**config.mk**
```make
export PLATFORM = sky130hd
export DESIGN_NAME = icache_dm_refill
export DESIGN_NICKNAME = d
export VERILOG_FILES = /design/src/rtl/icache_pkg.sv /design/src/rtl/icache_refill_fsm.sv /design/src/rtl/icache_dm_refill.sv
export SDC_FILE = /design/constraint.sdc
export NUM_CORES = 1
export LEC_CHECK = 0
export BUFFER_PORTS_ARGS = -buffer_cell sky130_fd_sc_hd__buf_4
export CAP_MARGIN = 0
export CORE_MARGIN = 4
export CORE_UTILIZATION = 56
export DETAILED_ROUTE_END_ITERATION = 10
export GPL_TIMING_DRIVEN = 0
export HOLD_SLACK_MARGIN = 0.05
export PLACE_DENSITY = 0.8
export SKIP_LAST_GASP = 1
export SLEW_MARGIN = 15
export SYNTH_ARGS = -nofsm -noshare
export SYNTH_HDL_FRONTEND = slang
export SYNTH_SLANG_ARGS = --single-unit
export TNS_END_PERCENT = 100
```
**constraint.sdc**
```tcl
create_clock -name clk -period 3.8 [get_ports clk]
set_input_delay 0.76 -clock clk [delete_from_list [all_inputs] [get_ports clk]]
set_output_delay 0.76 -clock clk [all_outputs]
set_load 0.01 [all_outputs]
```
**src/rtl/icache_pkg.sv**
```systemverilog
// Shared types and address helpers for the direct-mapped instruction cache.
// Optional build macro used by the top level: ICACHE_PERF_EN.
package icache_pkg;

  typedef enum logic [2:0] {
    ST_IDLE,
    ST_LOOKUP,
    ST_REFILL_REQ,
    ST_REFILL_DATA,
    ST_RESPOND
  } state_e;

  // Widest address the helpers handle; callers cast to and from it.
  localparam int MAX_ADDR_W = 64;
  typedef logic [MAX_ADDR_W-1:0] addr_t;

  // Number of byte-select bits inside one instruction word.
  function automatic int byte_w(input int word_w);
    return $clog2(word_w / 8);
  endfunction

  function automatic int off_w(input int line_words);
    return $clog2(line_words);
  endfunction

  function automatic int idx_w(input int num_sets);
    return $clog2(num_sets);
  endfunction

  function automatic int tag_w(input int addr_w, input int word_w,
                               input int line_words, input int num_sets);
    return addr_w - byte_w(word_w) - off_w(line_words) - idx_w(num_sets);
  endfunction

  // Extract w bits of an address starting at bit lsb.
  function automatic addr_t addr_field(input addr_t a, input int lsb, input int w);
    addr_t mask;
    mask = (addr_t'(1) << w) - addr_t'(1);
    return (a >> lsb) & mask;
  endfunction

  // Clear the low_bits least significant bits (line alignment).
  function automatic addr_t line_base(input addr_t a, input int low_bits);
    return (a >> low_bits) << low_bits;
  endfunction

endpackage

```
**src/rtl/icache_refill_fsm.sv**
```systemverilog
// Control FSM for icache_dm_refill: fetch handshake, word-serial refill
// toward memory, beat counter and deferred flush handling.
// Handshake: a fetch is accepted on a rising edge where cpu_req && cpu_ready;
// mem_req is held until the edge where mem_gnt is seen, after which each
// mem_rvalid cycle delivers one beat in ascending word order.
module icache_refill_fsm
  import icache_pkg::*;
#(
  parameter int ADDR_W = 32,
  parameter int OFF_W  = 3
) (
  input  logic              clk,
  input  logic              rst_n,
  input  logic              flush,
  input  logic              hit,
  input  logic [ADDR_W-1:0] line_addr,
  input  logic              mem_gnt,
  input  logic              mem_rvalid,
  input  logic              cpu_req,
  output state_e            state,
  output logic              cpu_ready,
  output logic              mem_req,
  output logic [ADDR_W-1:0] mem_addr,
  output logic [OFF_W-1:0]  beat_cnt,
  output logic              refill_we,
  output logic              refill_last,
  output logic              valid_clr
);

  localparam logic [OFF_W-1:0] LAST_BEAT = {OFF_W{1'b1}};

  state_e              state_q, state_d;
  logic                mem_req_q, mem_req_d;
  logic [ADDR_W-1:0]   mem_addr_q, mem_addr_d;
  logic [OFF_W-1:0]    cnt_q, cnt_d;
  logic                flush_pend_q, flush_pend_d;
  logic                lookup_hit;
  logic                accept;

  // Next-state logic, handshake decode and flush/valid-clear decision.
  always_comb begin
    lookup_hit   = (state_q == ST_LOOKUP) && hit;
    cpu_ready    = (state_q == ST_IDLE) || lookup_hit;
    accept       = cpu_req && cpu_ready;
    refill_we    = (state_q == ST_REFILL_DATA) && mem_rvalid;
    refill_last  = refill_we && (cnt_q == LAST_BEAT);
    // Immediate flush when no refill is in flight; otherwise the pending
    // flush lands on the edge that writes the last beat (clear beats set).
    valid_clr    = (flush && ((state_q == ST_IDLE) || lookup_hit || (state_q == ST_RESPOND)))
                 || (refill_last && (flush_pend_q || flush));
    state_d      = state_q;
    mem_req_d    = mem_req_q;
    mem_addr_d   = mem_addr_q;
    cnt_d        = cnt_q;
    flush_pend_d = flush_pend_q;
    case (state_q)
      ST_IDLE: begin
        if (accept) state_d = ST_LOOKUP;
      end
      ST_LOOKUP: begin
        if (hit) begin
          state_d = accept ? ST_LOOKUP : ST_IDLE;
        end else begin
          state_d      = ST_REFILL_REQ;
          mem_req_d    = 1'b1;
          mem_addr_d   = line_addr;
          flush_pend_d = flush;
        end
      end
      ST_REFILL_REQ: begin
        flush_pend_d = flush_pend_q || flush;
        if (mem_gnt) begin
          state_d   = ST_REFILL_DATA;
          mem_req_d = 1'b0;
          cnt_d     = '0;
        end
      end
      ST_REFILL_DATA: begin
        flush_pend_d = flush_pend_q || flush;
        if (mem_rvalid) begin
          cnt_d = cnt_q + 1'b1;
          if (cnt_q == LAST_BEAT) begin
            state_d      = ST_RESPOND;
            flush_pend_d = 1'b0;
          end
        end
      end
      ST_RESPOND: begin
        state_d = ST_IDLE;
      end
      default: begin
        state_d = ST_IDLE;
      end
    endcase
  end

  // State and registered memory-side outputs; reset abandons any refill.
  always_ff @(posedge clk or negedge rst_n) begin
    if (!rst_n) begin
      state_q      <= ST_IDLE;
      mem_req_q    <= 1'b0;
      mem_addr_q   <= '0;
      cnt_q        <= '0;
      flush_pend_q <= 1'b0;
    end else begin
      state_q      <= state_d;
      mem_req_q    <= mem_req_d;
      mem_addr_q   <= mem_addr_d;
      cnt_q        <= cnt_d;
      flush_pend_q <= flush_pend_d;
    end
  end

  assign state    = state_q;
  assign mem_req  = mem_req_q;
  assign mem_addr = mem_addr_q;
  assign beat_cnt = cnt_q;

endmodule

```
**src/rtl/icache_dm_refill.sv**
```systemverilog
// Parametrised direct-mapped instruction cache with valid/ready fetch
// handshake, word-serial refill and flush. Holds the tag/data/valid arrays,
// the hit compare and the read mux; control lives in icache_refill_fsm.
// Optional macro ICACHE_PERF_EN adds saturating hit_cnt/miss_cnt outputs.
module icache_dm_refill
  import icache_pkg::*;
#(
  parameter int ADDR_W     = 32,
  parameter int WORD_W     = 32,
  parameter int LINE_WORDS = 8,
  parameter int NUM_SETS   = 4
) (
  input  logic              clk,
  input  logic              rst_n,
  input  logic              flush,
  input  logic              cpu_req,
  input  logic [ADDR_W-1:0] cpu_addr,
  output logic              cpu_ready,
  output logic              cpu_rvalid,
  output logic [WORD_W-1:0] cpu_rdata,
  output logic              mem_req,
  output logic [ADDR_W-1:0] mem_addr,
  input  logic              mem_gnt,
  input  logic              mem_rvalid,
  input  logic [WORD_W-1:0] mem_rdata
`ifdef ICACHE_PERF_EN
  ,
  output logic [31:0]       hit_cnt,
  output logic [31:0]       miss_cnt
`endif
);

  localparam int B_W   = byte_w(WORD_W);
  localparam int OFF_W = off_w(LINE_WORDS);
  localparam int IDX_W = idx_w(NUM_SETS);
  localparam int TAG_W = tag_w(ADDR_W, WORD_W, LINE_WORDS, NUM_SETS);

  logic [ADDR_W-1:0]   req_addr_q, req_addr_d;
  addr_t               req_addr_x;
  logic [OFF_W-1:0]    req_off;
  logic [IDX_W-1:0]    req_idx;
  logic [TAG_W-1:0]    req_tag;
  logic [ADDR_W-1:0]   line_addr;

  logic [TAG_W-1:0]    tag_q  [NUM_SETS];
  logic [WORD_W-1:0]   data_q [NUM_SETS][LINE_WORDS];
  logic [NUM_SETS-1:0] valid_q, valid_d;

  state_e              fsm_state;
  logic                hit;
  logic [OFF_W-1:0]    beat_cnt;
  logic                refill_we;
  logic                refill_last;
  logic                valid_clr;

  // Split the registered request address into offset, index and tag.
  always_comb begin
    req_addr_x = addr_t'(req_addr_q);
    req_off    = OFF_W'(addr_field(req_addr_x, B_W, OFF_W));
    req_idx    = IDX_W'(addr_field(req_addr_x, B_W + OFF_W, IDX_W));
    req_tag    = TAG_W'(addr_field(req_addr_x, B_W + OFF_W + IDX_W, TAG_W));
    line_addr  = ADDR_W'(line_base(req_addr_x, B_W + OFF_W));
    hit        = valid_q[req_idx] && (tag_q[req_idx] == req_tag);
  end

  icache_refill_fsm #(
    .ADDR_W (ADDR_W),
    .OFF_W  (OFF_W)
  ) u_fsm (
    .clk         (clk),
    .rst_n       (rst_n),
    .flush       (flush),
    .hit         (hit),
    .line_addr   (line_addr),
    .mem_gnt     (mem_gnt),
    .mem_rvalid  (mem_rvalid),
    .cpu_req     (cpu_req),
    .state       (fsm_state),
    .cpu_ready   (cpu_ready),
    .mem_req     (mem_req),
    .mem_addr    (mem_addr),
    .beat_cnt    (beat_cnt),
    .refill_we   (refill_we),
    .refill_last (refill_last),
    .valid_clr   (valid_clr)
  );

  // Capture the address of each accepted fetch; set valid on the last beat,
  // with any flush taking precedence.
  always_comb begin
    req_addr_d = (cpu_req && cpu_ready) ? cpu_addr : req_addr_q;
    valid_d    = valid_q;
    if (refill_last) valid_d[req_idx] = 1'b1;
    if (valid_clr)   valid_d = '0;
  end

  // Valid bits and request address are the only reset state in the datapath.
  always_ff @(posedge clk or negedge rst_n) begin
    if (!rst_n) begin
      req_addr_q <= '0;
      valid_q    <= '0;
    end else begin
      req_addr_q <= req_addr_d;
      valid_q    <= valid_d;
    end
  end

  // Refill beats fill the indexed line in order; the tag lands with the last beat.
  always_ff @(posedge clk) begin
    if (refill_we) data_q[req_idx][beat_cnt] <= mem_rdata;
    if (refill_last) tag_q[req_idx] <= req_tag;
  end

  // Response: a hit in LOOKUP, or the freshly written line in RESPOND.
  always_comb begin
    cpu_rvalid = ((fsm_state == ST_LOOKUP) && hit) || (fsm_state == ST_RESPOND);
    cpu_rdata  = cpu_rvalid ? data_q[req_idx][req_off] : '0;
  end

`ifdef ICACHE_PERF_EN
  logic [31:0] hit_cnt_q, hit_cnt_d;
  logic [31:0] miss_cnt_q, miss_cnt_d;

  // Saturating lookup outcome counters; flush leaves them alone.
  always_comb begin
    hit_cnt_d  = hit_cnt_q;
    miss_cnt_d = miss_cnt_q;
    if ((fsm_state == ST_LOOKUP) && hit && (hit_cnt_q != 32'hFFFF_FFFF))
      hit_cnt_d = hit_cnt_q + 32'd1;
    if ((fsm_state == ST_LOOKUP) && !hit && (miss_cnt_q != 32'hFFFF_FFFF))
      miss_cnt_d = miss_cnt_q + 32'd1;
  end

  // Counter registers.
  always_ff @(posedge clk or negedge rst_n) begin
    if (!rst_n) begin
      hit_cnt_q  <= '0;
      miss_cnt_q <= '0;
    end else begin
      hit_cnt_q  <= hit_cnt_d;
      miss_cnt_q <= miss_cnt_d;
    end
  end

  assign hit_cnt  = hit_cnt_q;
  assign miss_cnt = miss_cnt_q;
`else
  // Default build: no performance counters or their ports.
`endif

endmodule

```
# After elaboration in Yosys (flattened, before gate mapping)
# Memories as Yosys holds them, arrays and structs flattened.
# Cells that the tools add are included.
[op_classes]
n_addsub = 1
n_eq_ne = 11
n_mux = 33
n_div = 0
n_reduce_logical = 24
n_lt_le_gt_ge = 5
mul = 0
shift = 0
bitwise = 4
[ops]
columns = ["cell", "count"]
rows = [
  ["two-way mux 256 bit", 1],
  ["two-way mux 32 bit", 4],
  ["binary-select mux 32 bit (select 3 bit)", 1],
  ["demux 32 bit (select 3 bit)", 1],
  ["equality test 25 bit", 1],
  ["two-way mux 3 bit", 7],
  ["one-hot mux 3 bit (4 select lines)", 1],
  ["two-way mux 1 bit", 11],
  ["logical AND 1 bit", 9],
  [">= comparator 4 bit (second input constant)", 2],
  ["two-way mux 4 bit", 2],
  ["!= test 2 bit (second input constant)", 4],
  ["NOT 3 -> 4 bit", 2],
  ["equality test 3 x 2 -> 1 bit (second input constant)", 2],
  ["equality test 3 bit (second input constant)", 2],
  ["one-hot mux 3 bit (2 select lines)", 1],
  ["AND reduction 3 bit", 2],
  ["nonzero test 2 bit", 3],
  ["logical OR 1 bit", 5],
  ["less-than comparator 4 x 1 -> 1 bit (second input constant)", 1],
  ["bitwise OR 4 bit", 1],
  ["AND reduction 2 bit", 2],
  ["AND reduction 4 bit", 1],
  ["adder 3 x 1 -> 3 bit (second input constant)", 1],
  ["11 further kinds", 11],
]
[word_totals]
wordCells = 87
latchBits = 0
memories = 2
ff_bits = 71
rom_bits = 0
out_inout_bits = 67
input_bits = 70
ramBits = 1124
[mem_list]
columns = ["memory", "words", "word_bits", "rd", "rd_ports_with_merged_regs", "write_ports", "line", "rtl"]
rows = [
  ["data_q", 4, 256, 1, 0, 1, "icache_dm_refill.sv:46", "logic [WORD_W-1:0] data_q [NUM_SETS][LINE_WORDS];"],
  ["tag_q", 4, 25, 1, 0, 1, "icache_dm_refill.sv:45", "logic [TAG_W-1:0] tag_q [NUM_SETS];"],
]

# Depth between registers and ports, before layout
# Gate-level depths: netlist (run 1).
[logic_depth]
ltp_word = 9
ltp_mapped = 11
ltp_nobuf = 7

# Hierarchy
# From an unflattened synthesis (run 1), not the netlist that was laid out.
[unflattened]
cells_unflattened = 1938
area_unflattened_um2 = 46206.8
[modules_own_cells]
columns = ["mod", "cells_each", "instances", "area_per_inst_um2", "seq_area_each_um2"]
rows = [
  ["icache_dm_refill", 1822, 1, 44536.5, 34603.2],
  ["icache_refill_fsm", 116, 1, 1670.4, 1001.0],
]

# Least setup slack after synthesis (run 1)
# No wires, ideal clock.
[synth_path]
path_type = "register to register"
startpoint = "register req_addr_q[6]"
endpoint = "memory data_q[3][0] (netlist name), enable pin"
path_slack_ns = 0.208
synth_period_minus_slack_ns = 3.592
arrival_ns = 3.171
stages_incl_launch_ff = 8
n_path_buf = 5
cell_sequence = "dfrtp_1 -> buf_2 -> buf_4 -> buf_2 -> buf_1 -> clkbuf_1 -> nand2_1 -> nor2_1"
[synth_lines]
columns = ["item", "line", "rtl"]
rows = [
  ["start: declaration", "icache_dm_refill.sv:38", "logic [ADDR_W-1:0] req_addr_q, req_addr_d;"],
  ["start signal: assignment", "icache_dm_refill.sv:103", "req_addr_q <= req_addr_d;"],
  ["end: declaration", "icache_dm_refill.sv:46", ""],
]
# No word-level cell before the write port.

# Worst setup path in the final report (run 1)
[layout_path]
startpoint = "register req_addr_q[6]"
endpoint = "output port cpu_rdata[30]"
[layout_between]
elab_chain_len = 6
[layout_lines]
columns = ["item", "line", "rtl"]
rows = [
  ["memory read (4 x 25 bit) or binary-select mux 1 bit (select 2 bit) (tied branches)", "-", ""],
  ["equality test 25 bit or two-way mux 1 bit (tied branches)", "icache_dm_refill.sv:63", "hit = valid_q[req_idx] && (tag_q[req_idx] == req_tag);"],
  ["logical AND 1 bit", "icache_dm_refill.sv:63", ""],
  ["logical AND 1 bit", "icache_dm_refill.sv:116", "cpu_rvalid = ((fsm_state == ST_LOOKUP) && hit) || (fsm_state == ST_RESPOND);"],
  ["logical OR 1 bit", "icache_dm_refill.sv:116", ""],
  ["two-way mux 32 bit (*)", "icache_dm_refill.sv:117", "cpu_rdata = cpu_rvalid ? data_q[req_idx][req_off] : '0;"],
  ["end: declaration", "icache_dm_refill.sv:20", "output logic [WORD_W-1:0] cpu_rdata,"],
]
# Every way passes the cells marked *; elsewhere a longest branch is shown, timed or not. The select of a mux whose other input is x is not followed.

==> metrics.md, run 1 <==
| Metric | Value |
|---|---|
| Hold Vio Cnt, Final | 0 |
| Post-route minimum period | ~4.7 ns |
| Crit Path Class | flop to primary output |
| Register cell area after layout | 0.03548 mm² |
| GRT Total Usage | 32.88% |
| Largest cells by area after synthesis | edfxtp_1, mux4_2, dfrtp_1 |
| H-tree depth | 3 |
| Slew headroom | 15.57% |
| Boundary Pins | approximately 140 |
| Final ANT Viol Nets | 0 |
| Setup slack after layout | -0.8728 ns |
| Post-route clock period utilization | 123.0% |
| Synth Cell Area | 0.04590 mm² |
| Most common cell after layout, fill and taps aside | edfxtp_1 |
| CTS tree | done |
| Die H | between 200 and 300 µm |
| Cell area after layout | between 0.05 and 0.06 mm² |
| Status | finished with violations |
| CP max-delay cell | clkbuf_1 |
| Post-synth top area cell | edfxtp_1 |
| Vias in the first global route | about 26000 |
| Final Max Tran Viols | 0 |
| Yosys cell types | 55 |
| Die X | between 200 and 300 µm |
| Clock Sinks | roughly 1200 |
| Worst Setup Start Kind | flop |
| Routability cong. | ~0.8 |
| Pre-CTS setup slack | -1.575 ns |
| Hold_buf cts | 0 |
| Nets | ~2400 |
| Area occupied by multi-input gates | between 0.01 and 0.015 mm² |
| Max frequency | between 200 and 250 MHz |
| Yosys warnings | 0 |
| Post-Layout Cell Count | 3457 |
| Port Buffer Count | between 100 and 150 |
| Drt first pass iters | 5 |
| Crit-path cells | buf_8, buf_12, buf_12, buf_2, clkbuf_1, mux4_2, mux4_2, mux2i_2, nor2_4, buf_6 |
| Initial cell density of the core | a little under three fifths |
| Drt drc | 0 |
| Final core utilization | between 60% and 70% |
| RSZ-0062 raised after global routing | yes |
| Most frequent cells in the layout | edfxtp_1, mux4_2, buf_4 |
| Share of the synthesized area in the top cell type | between 70% and 80% |
| Ys flop type | edfxtp_1 |
| Largest net degree at the start of global routing | 70 |
| Worst-path fanout max | 10 |
| Wirelength per Cell | between 40 and 50 µm |
| Number of synthesized flops with an enable pin | ~1100 |
| HP Class | input port to asynchronous set/reset pin |
| Initial antenna violation count | 7 |
| Leak | 17.82 nW |
| Post-Route WL | 144500 µm |
| Setup Viol. Count Final | 34 |
| Total Die Area | 0.08661 mm² |
| Data arrival, critical path | 3.91 ns |
| Failing checks | negative setup slack |
| Syn Inst Count | ~2000 |
| Crit. End Element | primary output |
| Clock latency on the worst-skew pair | approximately 0.70 ns |
| Sequential share of the synthesized area | 77.30% |
| Syn Area/Cell | ~23 µm² |
| Core box area | 0.08094 mm² |
| Total CTS buffers | 110 |
| Worst slew pin tran | between 1 and 1.5 ns |
| Synthesis-to-finish area growth | 19.86% |
| Ys async rst share | 5.784% |
| Cell Pwr Density | between 700 and 800 mW/mm² |
| DR vias | ~25000 |
| Max clock buf depth | 3 |
| CP required | 3.04 ns |
| Grt ovf | 0 |
| # fillers | 4500 |
| Max IR drop VDD | 0.4463 mV |
| Clock transition at path regs | about 0.070 ns |
| Flops & latches, synth | around 1200 |
| Placement Cell Area | approximately 0.05 mm² |
| Max_cap viols | 0 |
| First-pass GRT wire length | between 150000 and 200000 µm |
| Site Rows | 104 |
| Root Driver | clkbuf_16 |
| DRT iter0 DRCs | 4916 |
| Clock tree skew after final layout | around 0.058 ns |
| Hold_ws | 0.1955 ns |
| Final HPWL DP | 78530 µm |
| Placed Cells | approximately 3200 |
| Drt via density | between 7 and 8 |
| CP peak stage delay | approximately 0.59 ns |
| Layout cells sized above 1 | between 30% and 40% |
[worst max-delay path, delay by kind of cell, from the launching register on]
| kind | cells | cell delay [ns] |
|---|---|---|
| DFF | 1 | 0.39 |
| buffers and inverters | 6 | 1.52 |
| muxes | 3 | 1.19 |
| and+or+nand+nor | 1 | 0.07 |
[Yosys cell counts, drive strengths merged (3+ instances only)]
cell / count
nor2: 85
edfxtp: 1124
dfrtp: 69
a32oi: 3
o21ai: 7
xor2: 6
a221oi: 3
nand2b: 3
inv: 8
mux4: 330
o22ai: 4
nor2b: 3
xnor2: 23
clkbuf: 45
nand2: 15
buf: 59
nand3: 6
mux2: 59
a211o: 3
mux2i: 61
a21oi: 7
nor3: 3
[cell families after synthesis]
family / count (synthesis) / share of synthesized area [%]
adder cells (fa/ha/maj): 2 / 0.05451
multiplexers: 450 / 18.97
AND/OR/NAND/NOR: 128 / 1.224
XOR/XNOR: 29 / 0.5534
flip-flops: 1193 / 77.30
other: 1 / 0.008170
buffers and inverters: 112 / 1.109
AO/OA/AOI/OAI: 49 / 0.7824
[layout make-up]
cell class	count	area share, %
buffer	102	1.672
clock inverter	70	1.371
sequential	1193	64.49
clock buffer	138	5.363
tap	1060	2.411
timing repair buffer	219	5.376
antenna	4	0.01819
multi-input combinational	663	19.23
inverter	8	0.06368
[layer usage]
layer,wire [µm],track usage [%],vias up
met2,69060,52.21,2829
li1,-,-,8998
met5,15,0,-
met3,21190,8.718,661
met1,44310,42.45,12810
met4,9884,17.39,2
[stage by stage]
stage | TNS (ns) | power, W
6_report | -25.25 | 0.04018
5_1_grt | -27.39 | 0.04105
4_1_cts | -24.19 | 0.03921
3_5_place_dp | -1101.45 | 0.02679
3_3_place_gp | -3314.32 | 0.02606
2_1_floorplan | 0 | 0.02284
[timing repair]
action	in CTS	in global routing
buffers inserted	12	14
cloned	4	1
gates resized for setup	266	39
pin swaps	26	9
endpoints found under the setup margin	1179	194
[power by group]
group / leakage [nW] / switching, W / total, W / internal [W]
sequential: 11.0 / 0.000720 / 0.0161 / 0.0154
clock: 1.81 / 0.00513 / 0.0116 / 0.00647
combinational: 4.98 / 0.00689 / 0.0125 / 0.00560
[path summary, 6_finish.rpt]
kind | cells after the start | slack, ns | start | end
max | 10 | -0.87 | req_addr_q[6] | cpu_rdata[30]
min | 1 | 0.20 | rst_n | req_addr_q[24]
max reg2reg | 9 | 0.06 | req_addr_q[6] | data_q[3][206]
min reg2reg | 1 | 0.50 | u_fsm.mem_addr[19] | u_fsm.mem_addr[19]
max in group asynchronous | 1 | 2.95 | rst_n | req_addr_q[5]
min in group clk | 2 | 0.28 | cpu_addr[18] | req_addr_q[18]
[sequential cells by signal, summed over array words and instances (netlist names)]
signal	flops
data_q	1024
tag_q	100
req_addr_q	30
u_fsm.mem_addr	27
valid_q	4
u_fsm.beat_cnt	3
u_fsm.state	3
u_fsm.flush_pend_q	1
u_fsm.mem_req	1
Power figures use the tool's default switching activity.
==> inputs of run 2 (changes only) <==
--- a/config.mk
+++ b/config.mk
@@ -7,12 +7,14 @@
 export LEC_CHECK = 0
 export BUFFER_PORTS_ARGS = -buffer_cell sky130_fd_sc_hd__buf_4
 export CAP_MARGIN = 0
+export CELL_PAD_IN_SITES_DETAIL_PLACEMENT = 1
+export CELL_PAD_IN_SITES_GLOBAL_PLACEMENT = 1
 export CORE_MARGIN = 4
-export CORE_UTILIZATION = 56
+export CORE_UTILIZATION = 45
 export DETAILED_ROUTE_END_ITERATION = 10
 export GPL_TIMING_DRIVEN = 0
 export HOLD_SLACK_MARGIN = 0.05
-export PLACE_DENSITY = 0.8
+export PLACE_DENSITY_LB_ADDON = 0.1
 export SKIP_LAST_GASP = 1
 export SLEW_MARGIN = 15
 export SYNTH_ARGS = -nofsm -noshare
==> run 2 against run 1 <==
  * The run still ends with negative setup slack left
  * Hold slack worse by 0.0085 ns
  * Die area rose by 24%
  * Utilization is 13 points lower
  * Sequential share of layout area decreased by 0.49 points
  * Cell count increased by 9.3%
  * Routed wire length shrank 12%
  * First-iteration DRC count decreased by 51%
  * Sequential power hardly changed
  * Global-route usage shrank 9.0 points
  * Non-clock buffer count up 3
  * Critical path type unchanged
==> metrics.md, run 2 (synthesis results as in run 1) <==
| Metric | Value |
|---|---|
| Max clock buf depth | 3 (unchanged) |
| Port Buffer Count | 128 (unchanged) |
| Hold_buf cts | 0 (unchanged) |
| Core box area | 0.1006 mm² (+24%) |
| Internal | 0.02778 W (+1.3%) |
| Final ANT Viol Nets | 0 (unchanged) |
| CP required | 3.04 ns (about the same) |
| Wirelength per Cell | 33.47 µm (-20%) |
| Synthesis-to-finish area growth | 20.79% |
| Drt first pass iters | 5 (unchanged) |
| DR vias | 22450 (-11%) |
| Grt ovf | 0 (unchanged) |
| Max IR drop VDD | 0.4424 mV (-0.87%) |
| Setup slack after layout | -0.7400 ns (+0.1328 ns) |
| Drt drc | 0 (unchanged) |
| Die X | 327.4 µm (+11%) |
| Flop2flop setup slack | 0.17 ns (+0.11 ns) |
| Initial antenna violation count | 1 (-6) |
| Slew headroom | 20.39% (+4.8 points) |
| Vias in the first global route | 23770 (-7.1%) |
| Clk pwr share | 30.0% (+1.1 points) |
| Post-Route WL | 126500 µm (-12%) |
| Net Sw Frac | 30.09% (-1.6 points) |
| Data arrival, critical path | 3.78 ns (-0.13 ns) |
| Post-route clock period utilization | 119.5% (-3.5 points) |
| Layout cells sized above 1 | 37.53% (-0.37 points) |
| Most flops, register | data_q |
| Max frequency | 220.3 MHz (+2.9%) |
| Site Rows | 116 (+12%) |
| HP Class | input port to asynchronous set/reset pin |
| Final core utilization | 55.12% (-13 points) |
| Max FFs per register | 1024 (unchanged) |
| Clock tree skew after final layout | 0.01951 ns (-0.03799 ns) |
| Boundary Pins | 137 (unchanged) |
| Global route hottest layer | met2 |
| Worst-path fanout max | 10 (unchanged) |
| Status | finished with violations |
| Final HPWL DP | 80950 µm (+3.1%) |
| NetSw | 0.01196 W (-6.2%) |
| GRT Total Usage | 23.89% (-9.0 points) |
| Crit path from | req_addr_q[5] |
| Setup Viol. Count Final | 34 (unchanged) |
| Initial cell density of the core | 45.63% (-11 points) |
| Biggest regs | data_q: 1024 flops, tag_q: 100 flops, req_addr_q: 30 flops |
| Area occupied by multi-input gates | 0.01046 mm² (-1.2%) |
| Register cell area after layout | 0.03548 mm² (about the same) |
| First-pass GRT wire length | 178700 µm (-9.3%) |
| Met1 Use GR | 33.12% (-9.3 points) |
| Crit Path Class | flop to primary output |
| Placed Cells | 3523 (+9.5%) |
| Crit. End Element | primary output |
| Met3 Track Usage GR | 5.289% (-3.4 points) |
| # fillers | 8461 (+88%) |
| Max_cap viols | 0 (unchanged) |
| Total Die Area | 0.1072 mm² (+24%) |
| Largest net degree at the start of global routing | 70 (unchanged) |
| H-tree depth | 4 (+1) |
| Hold Vio Cnt, Final | 0 (unchanged) |
| RSZ-0062 raised after global routing | yes |
| Nets | 2393 (+1.0%) |
| Die H | 327.4 µm (+11%) |
| Clock Sinks | 1193 (unchanged) |
| End of the worst register-to-register path | data_q[3][206] |
| Final Max Tran Viols | 0 (unchanged) |
| DRT iter0 DRCs | 2411 (-51%) |
| Total CTS buffers | 131 (+19%) |
| Routability cong. | 0.7589 (-7.6%) |
| Clock transition at path regs | 0.06 ns (about the same) |
| Leak | 17.90 nW (+0.44%) |
| Failing checks | negative setup slack |
| Most common cell after layout, fill and taps aside | edfxtp_1 |
| N_diodes | 0 (-4) |
| Worst slew pin tran | 1.194 ns (-0.07230 ns) |
| Seq pwr share | 40.1% (about the same) |
| Drt via density | 5.940 (-19%) |
| Global routing usage on met2 | 39.01% (-13 points) |
| FF-to-FF path depth | 9 (unchanged) |
| CTS tree | done |
| Most frequent cells in the layout | edfxtp_1, mux4_2, buf_4 |
| Post-Layout Cell Count | 3779 (+9.3%) |
| Post-route minimum period | 4.540 ns (-0.1328 ns) |
| Clock latency on the worst-skew pair | 0.74 ns (+0.04 ns) |
| Cell Pwr Density | 716.8 mW/mm² (-1.9%) |
| Comb pwr share | 29.8% (-1.3 points) |
| Critical R2R Launch | req_addr_q[6] |
| Overall Power | 0.03974 W (-1.1%) |
| Worst Setup Start Kind | flop |
| Root Driver | clkbuf_16 |
-- run 2: cell types whose count changed in the layout (fill, tap and decap cells not counted), moves of 7 or more --
cell / change
buf_12: +18
buf_16: -18
nor2_4: -7
bufinv_16: -10
clkbuf_8: +9
buf_6: -13
clkinv_2: -8
clkbuf_1: +16
buf_4: +19
inv_6: +8
clkbuf_16: +24
nor2_1: +7
-- run 2: per-layer routing --
layer | up-vias | routed length (µm) | part of all wire [%]
li1 | 9042 | - | -
met2 | 865 | 62500 | 49
met5 | - | 0 | 0
met4 | 0 | 2643 | 2.1
met3 | 173 | 9112 | 7.2
met1 | 12370 | 52250 | 41
-- run 2: critical path: stages (launching register included) --
cell and delay (ns):
dfrtp_2 0.42, buf_12 0.14, inv_1 0.09, clkbuf_2 0.35
o221ai_2 0.22, o32ai_2 0.25, nand4_1 0.12, buf_4 0.18
nor4_4 0.36, a32oi_4 0.23, buf_12 0.22, buf_12 0.16
nor2_4 0.15, buf_6 0.12
-- run 2: final cells by class --
cell class / instances / area share, %
Clock inverter: 57 / 0.7967
Buffer: 102 / 1.684
Clock buffer: 177 / 6.412
Multi-Input combinational cell: 663 / 18.86
Inverter: 8 / 0.05417
Tap cell: 1357 / 3.063
Sequential cell: 1193 / 64.00
Timing Repair Buffer: 222 / 5.132
-- run 2: through the flow --
stage	setup slack (ns)	hold slack [ns]	TNS (ns)	instance area, µm²
3_3_place_gp	-4.092	0.4758	-3782.81	48570
4_1_cts	-0.7664	0.1695	-32.41	55070
3_5_place_dp	-1.577	0.4845	-1077.37	50460
5_1_grt	-0.8948	0.2210	-27.93	55440
6_report	-0.7400	0.1870	-22.36	55440
2_1_floorplan	0.2077	0.4549	0	45910
-- run 2: power by group through the flow --
stage	Clock, W	Combinational (W)	Sequential (W)
final	0.0119	0.0118	0.0160
after global routing	0.0128	0.0125	0.0160
after CTS	0.0122	0.0117	0.0159
after detailed placement	0	0.0111	0.0162
after global placement	0	0.0106	0.0162
after floorplan	0	0.00678	0.0161
-- run 2: timing repair --
action | in CTS | in global routing
buffers inserted | 7 | 15
endpoints found under the setup margin | 1160 | 183
gates resized for setup | 199 | 54
pin swaps | 9 | 13
cloned | 0 | 2
-- run 2: worst max-delay path by stage --
| stage | to | slack [ns] |
|---|---|---|
| 6_report | cpu_rdata[13] | -0.74 |
| 5_1_grt | cpu_rdata[13] | -0.89 |
| 4_1_cts | cpu_rdata[13] | -0.77 |
| 3_5_place_dp | cpu_rdata[2] | -1.58 |
| 3_3_place_gp | data_q[3][174] | -4.09 |
| 2_1_floorplan | data_q[3][0] | 0.21 |
==> inputs of run 3 (changes only) <==
--- a/config.mk
+++ b/config.mk
@@ -9,6 +9,7 @@
 export CAP_MARGIN = 0
 export CELL_PAD_IN_SITES_DETAIL_PLACEMENT = 1
 export CELL_PAD_IN_SITES_GLOBAL_PLACEMENT = 1
+export CORE_ASPECT_RATIO = 0.7
 export CORE_MARGIN = 4
 export CORE_UTILIZATION = 45
 export DETAILED_ROUTE_END_ITERATION = 10
==> run 3 against run 2 <==
  * The run still ends with negative setup slack left
  * Non-clock buffer count up 6
  * Clock-buffer cell count down 38
  * Power down 1.5%
  * Register-to-register slack worse by 0.08 ns
  * Hold slack better by 0.0064 ns
  * Sequential share of layout area up 0.13 points
  * Cell count down 1.2%
  * Sequential cell count unchanged
==> metrics.md, run 3 (synthesis results as in run 1) <==
| Metric | Value |
|---|---|
| Final HPWL DP | 84810 µm (+4.8%) |
| Total Die Area | 0.1073 mm² (about the same) |
| Post-Layout Cell Count | 3734 (-1.2%) |
| Placed Cells | 3505 (-0.51%) |
| Slew headroom | 17.73% (-2.7 points) |
| Cell area after layout | 0.05533 mm² (-0.20%) |
| Clock transition at path regs | 0.06 ns (about the same) |
| Wirelength per Cell | 34.42 µm (+2.8%) |
| End of the worst register-to-register path | data_q[2][114] |
| Setup Viol. Count Final | 34 (unchanged) |
| Post-route minimum period | 4.652 ns (+0.1120 ns) |
| Hold_ws | 0.1935 ns (+0.006443 ns) |
| H-tree depth | 3 (-1) |
| Post-route clock period utilization | 122.4% (+2.9 points) |
| Clock latency on the worst-skew pair | 0.71 ns (-0.03 ns) |
| Initial antenna violation count | 2 (+1) |
| First-pass GRT wire length | 181000 µm (+1.3%) |
| Clk pwr share | 27.2% (-2.8 points) |
| Initial cell density of the core | 45.62% (about the same) |
| Nets | 2381 (-0.50%) |
| Biggest regs | data_q: 1024 flops, tag_q: 100 flops, req_addr_q: 30 flops |
| Die X | 389.7 µm (+19%) |
| Boundary Pins | 137 (unchanged) |
| Max FFs per register | 1024 (unchanged) |
| Leak | 17.82 nW (-0.43%) |
| Max clock buf depth | 3 (unchanged) |
| Clock tree skew after final layout | 0.02795 ns (+0.008439 ns) |
| Max frequency | 215.0 MHz (-2.4%) |
| Root Driver | clkbuf_16 |
| Worst Setup Start Kind | flop |
| Max_cap viols | 0 (unchanged) |
| Max IR drop VDD | 0.4253 mV (-3.9%) |
| Failing checks | negative setup slack |
| Clock Sinks | 1193 (unchanged) |
| Worst-path fanout max | 10 (unchanged) |
| Drt first pass iters | 7 (+2) |
| Cell Pwr Density | 707.5 mW/mm² (-1.3%) |
| Critical R2R Launch | req_addr_q[6] |
| DR vias | 22520 (+0.33%) |
| Most frequent cells in the layout | edfxtp_1, mux4_2, buf_4 |
| HP Class | input port to asynchronous set/reset pin |
| Grt ovf | 0 (unchanged) |
| Largest net degree at the start of global routing | 70 (unchanged) |
| Routability cong. | 0.7942 (+4.7%) |
| N_diodes | 0 (unchanged) |
| GRT Total Usage | 24.31% (+0.42 points) |
| Flop2flop setup slack | 0.09 ns (-0.08 ns) |
| Vias in the first global route | 23540 (-0.98%) |
| Overall Power | 0.03914 W (-1.5%) |
| Total CTS buffers | 113 (-14%) |
| NetSw | 0.01206 W (+0.83%) |
| Comb pwr share | 32.1% (+2.3 points) |
| FF-to-FF path depth | 9 (unchanged) |
| Crit. End Element | primary output |
| Port Buffer Count | 128 (unchanged) |
| DRT iter0 DRCs | 2636 (+9.3%) |
| CTS tree | done |
| Crit Path Class | flop to primary output |
| Post-Route WL | 128500 µm (+1.6%) |
| Most common cell after layout, fill and taps aside | edfxtp_1 |
| Final Max Tran Viols | 0 (unchanged) |
| Synthesis-to-finish area growth | 20.55% |
| Data arrival, critical path | 3.89 ns (+0.11 ns) |
| Placement Cell Area | 0.05062 mm² (+0.31%) |
| Drt via density | 6.032 (+1.5%) |
| Status | finished with violations |
| Die H | 275.2 µm (-16%) |
| Setup slack after layout | -0.8520 ns (-0.1120 ns) |
| # fillers | 8398 (-0.74%) |
| Most flops, register | data_q |
| Internal | 0.02709 W (-2.5%) |
| RSZ-0062 raised after global routing | yes |
| Site Rows | 97 (-16%) |
| Layout cells sized above 1 | 37.53% (about the same) |
| Net Sw Frac | 30.80% (+0.71 points) |
| Drt drc | 0 (unchanged) |
| Hold Vio Cnt, Final | 0 (unchanged) |
| Core box area | 0.1006 mm² (about the same) |
| Seq pwr share | 40.7% (+0.6 points) |
| Final ANT Viol Nets | 0 (unchanged) |
| Worst slew pin tran | 1.234 ns (+0.03993 ns) |
| CP required | 3.04 ns (about the same) |
[run 3: critical path: stages, from the launching register on]
cell	delay [ns]
dfrtp_2	0.43
buf_12	0.16
mux4_2	0.54
xnor2_2	0.14
nand4_1	0.23
a211o_1	0.39
nor4_4	0.36
a32oi_2	0.20
buf_6	0.23
buf_12	0.18
nor2_4	0.14
buf_4	0.13
[run 3: per-stage QoR]
| stage | TNS [ns] | setup WS [ns] | util [%] |
|---|---|---|---|
| floorplan | 0 | 0.2077 | - |
| global placement | -3834.75 | -3.997 | 48.25 |
| detailed placement | -1146.63 | -1.810 | 50.31 |
| CTS | -24.53 | -0.7728 | 54.65 |
| global route | -30.26 | -0.9518 | 54.99 |
| finish | -26.18 | -0.8520 | 54.99 |
[run 3: timing repair]
item                       4_1_cts  5_1_grt
buffers inserted                13       11
setup endpoints to repair     1223       93
cloned                           1        1
hold buffers                     0        0
pin swaps                       14       16
resized for setup              240       50
[run 3: area by class of cell]
class                      count  area (µm²)  share of cell area, %
buffer                       103        1097                  1.983
clock buffer                 139        3010                  5.441
clock inverter                65       419.2                 0.7576
inverter                       8       30.03                0.05427
multi-input combinational    663       10560                  19.09
sequential                  1193       35480                  64.13
tap                         1336        1672                  3.021
timing repair buffer         227        3058                  5.527
[run 3: worst max path at each step]
stage	slack (ns)	from	to
after floorplan	0.21	req_addr_q[6]	data_q[3][0]
after global placement	-4.00	req_addr_q[5]	data_q[3][179]
after detailed placement	-1.81	req_addr_q[6]	cpu_rdata[20]
after CTS	-0.77	req_addr_q[6]	cpu_rdata[18]
after global routing	-0.95	req_addr_q[6]	cpu_rdata[23]
final	-0.85	req_addr_q[5]	cpu_rdata[3]
[run 3: metal layers]
metal	vias up	track usage, %	part of all wire [%]
met5	-	0	0.013
met4	2	5.716	2.1
met3	177	6.808	9.2
met2	963	36.32	45
met1	12380	35.93	43
li1	9006	-	-
[run 3: power by group through the flow]
stage          combinational [W]  clock (W)  sequential (W)
4_1_cts                   0.0124     0.0109          0.0159
3_5_place_dp              0.0113          0          0.0162
3_3_place_gp              0.0107          0          0.0162
6_report                  0.0126     0.0107          0.0159
2_1_floorplan            0.00678          0          0.0161
5_1_grt                   0.0132     0.0115          0.0160
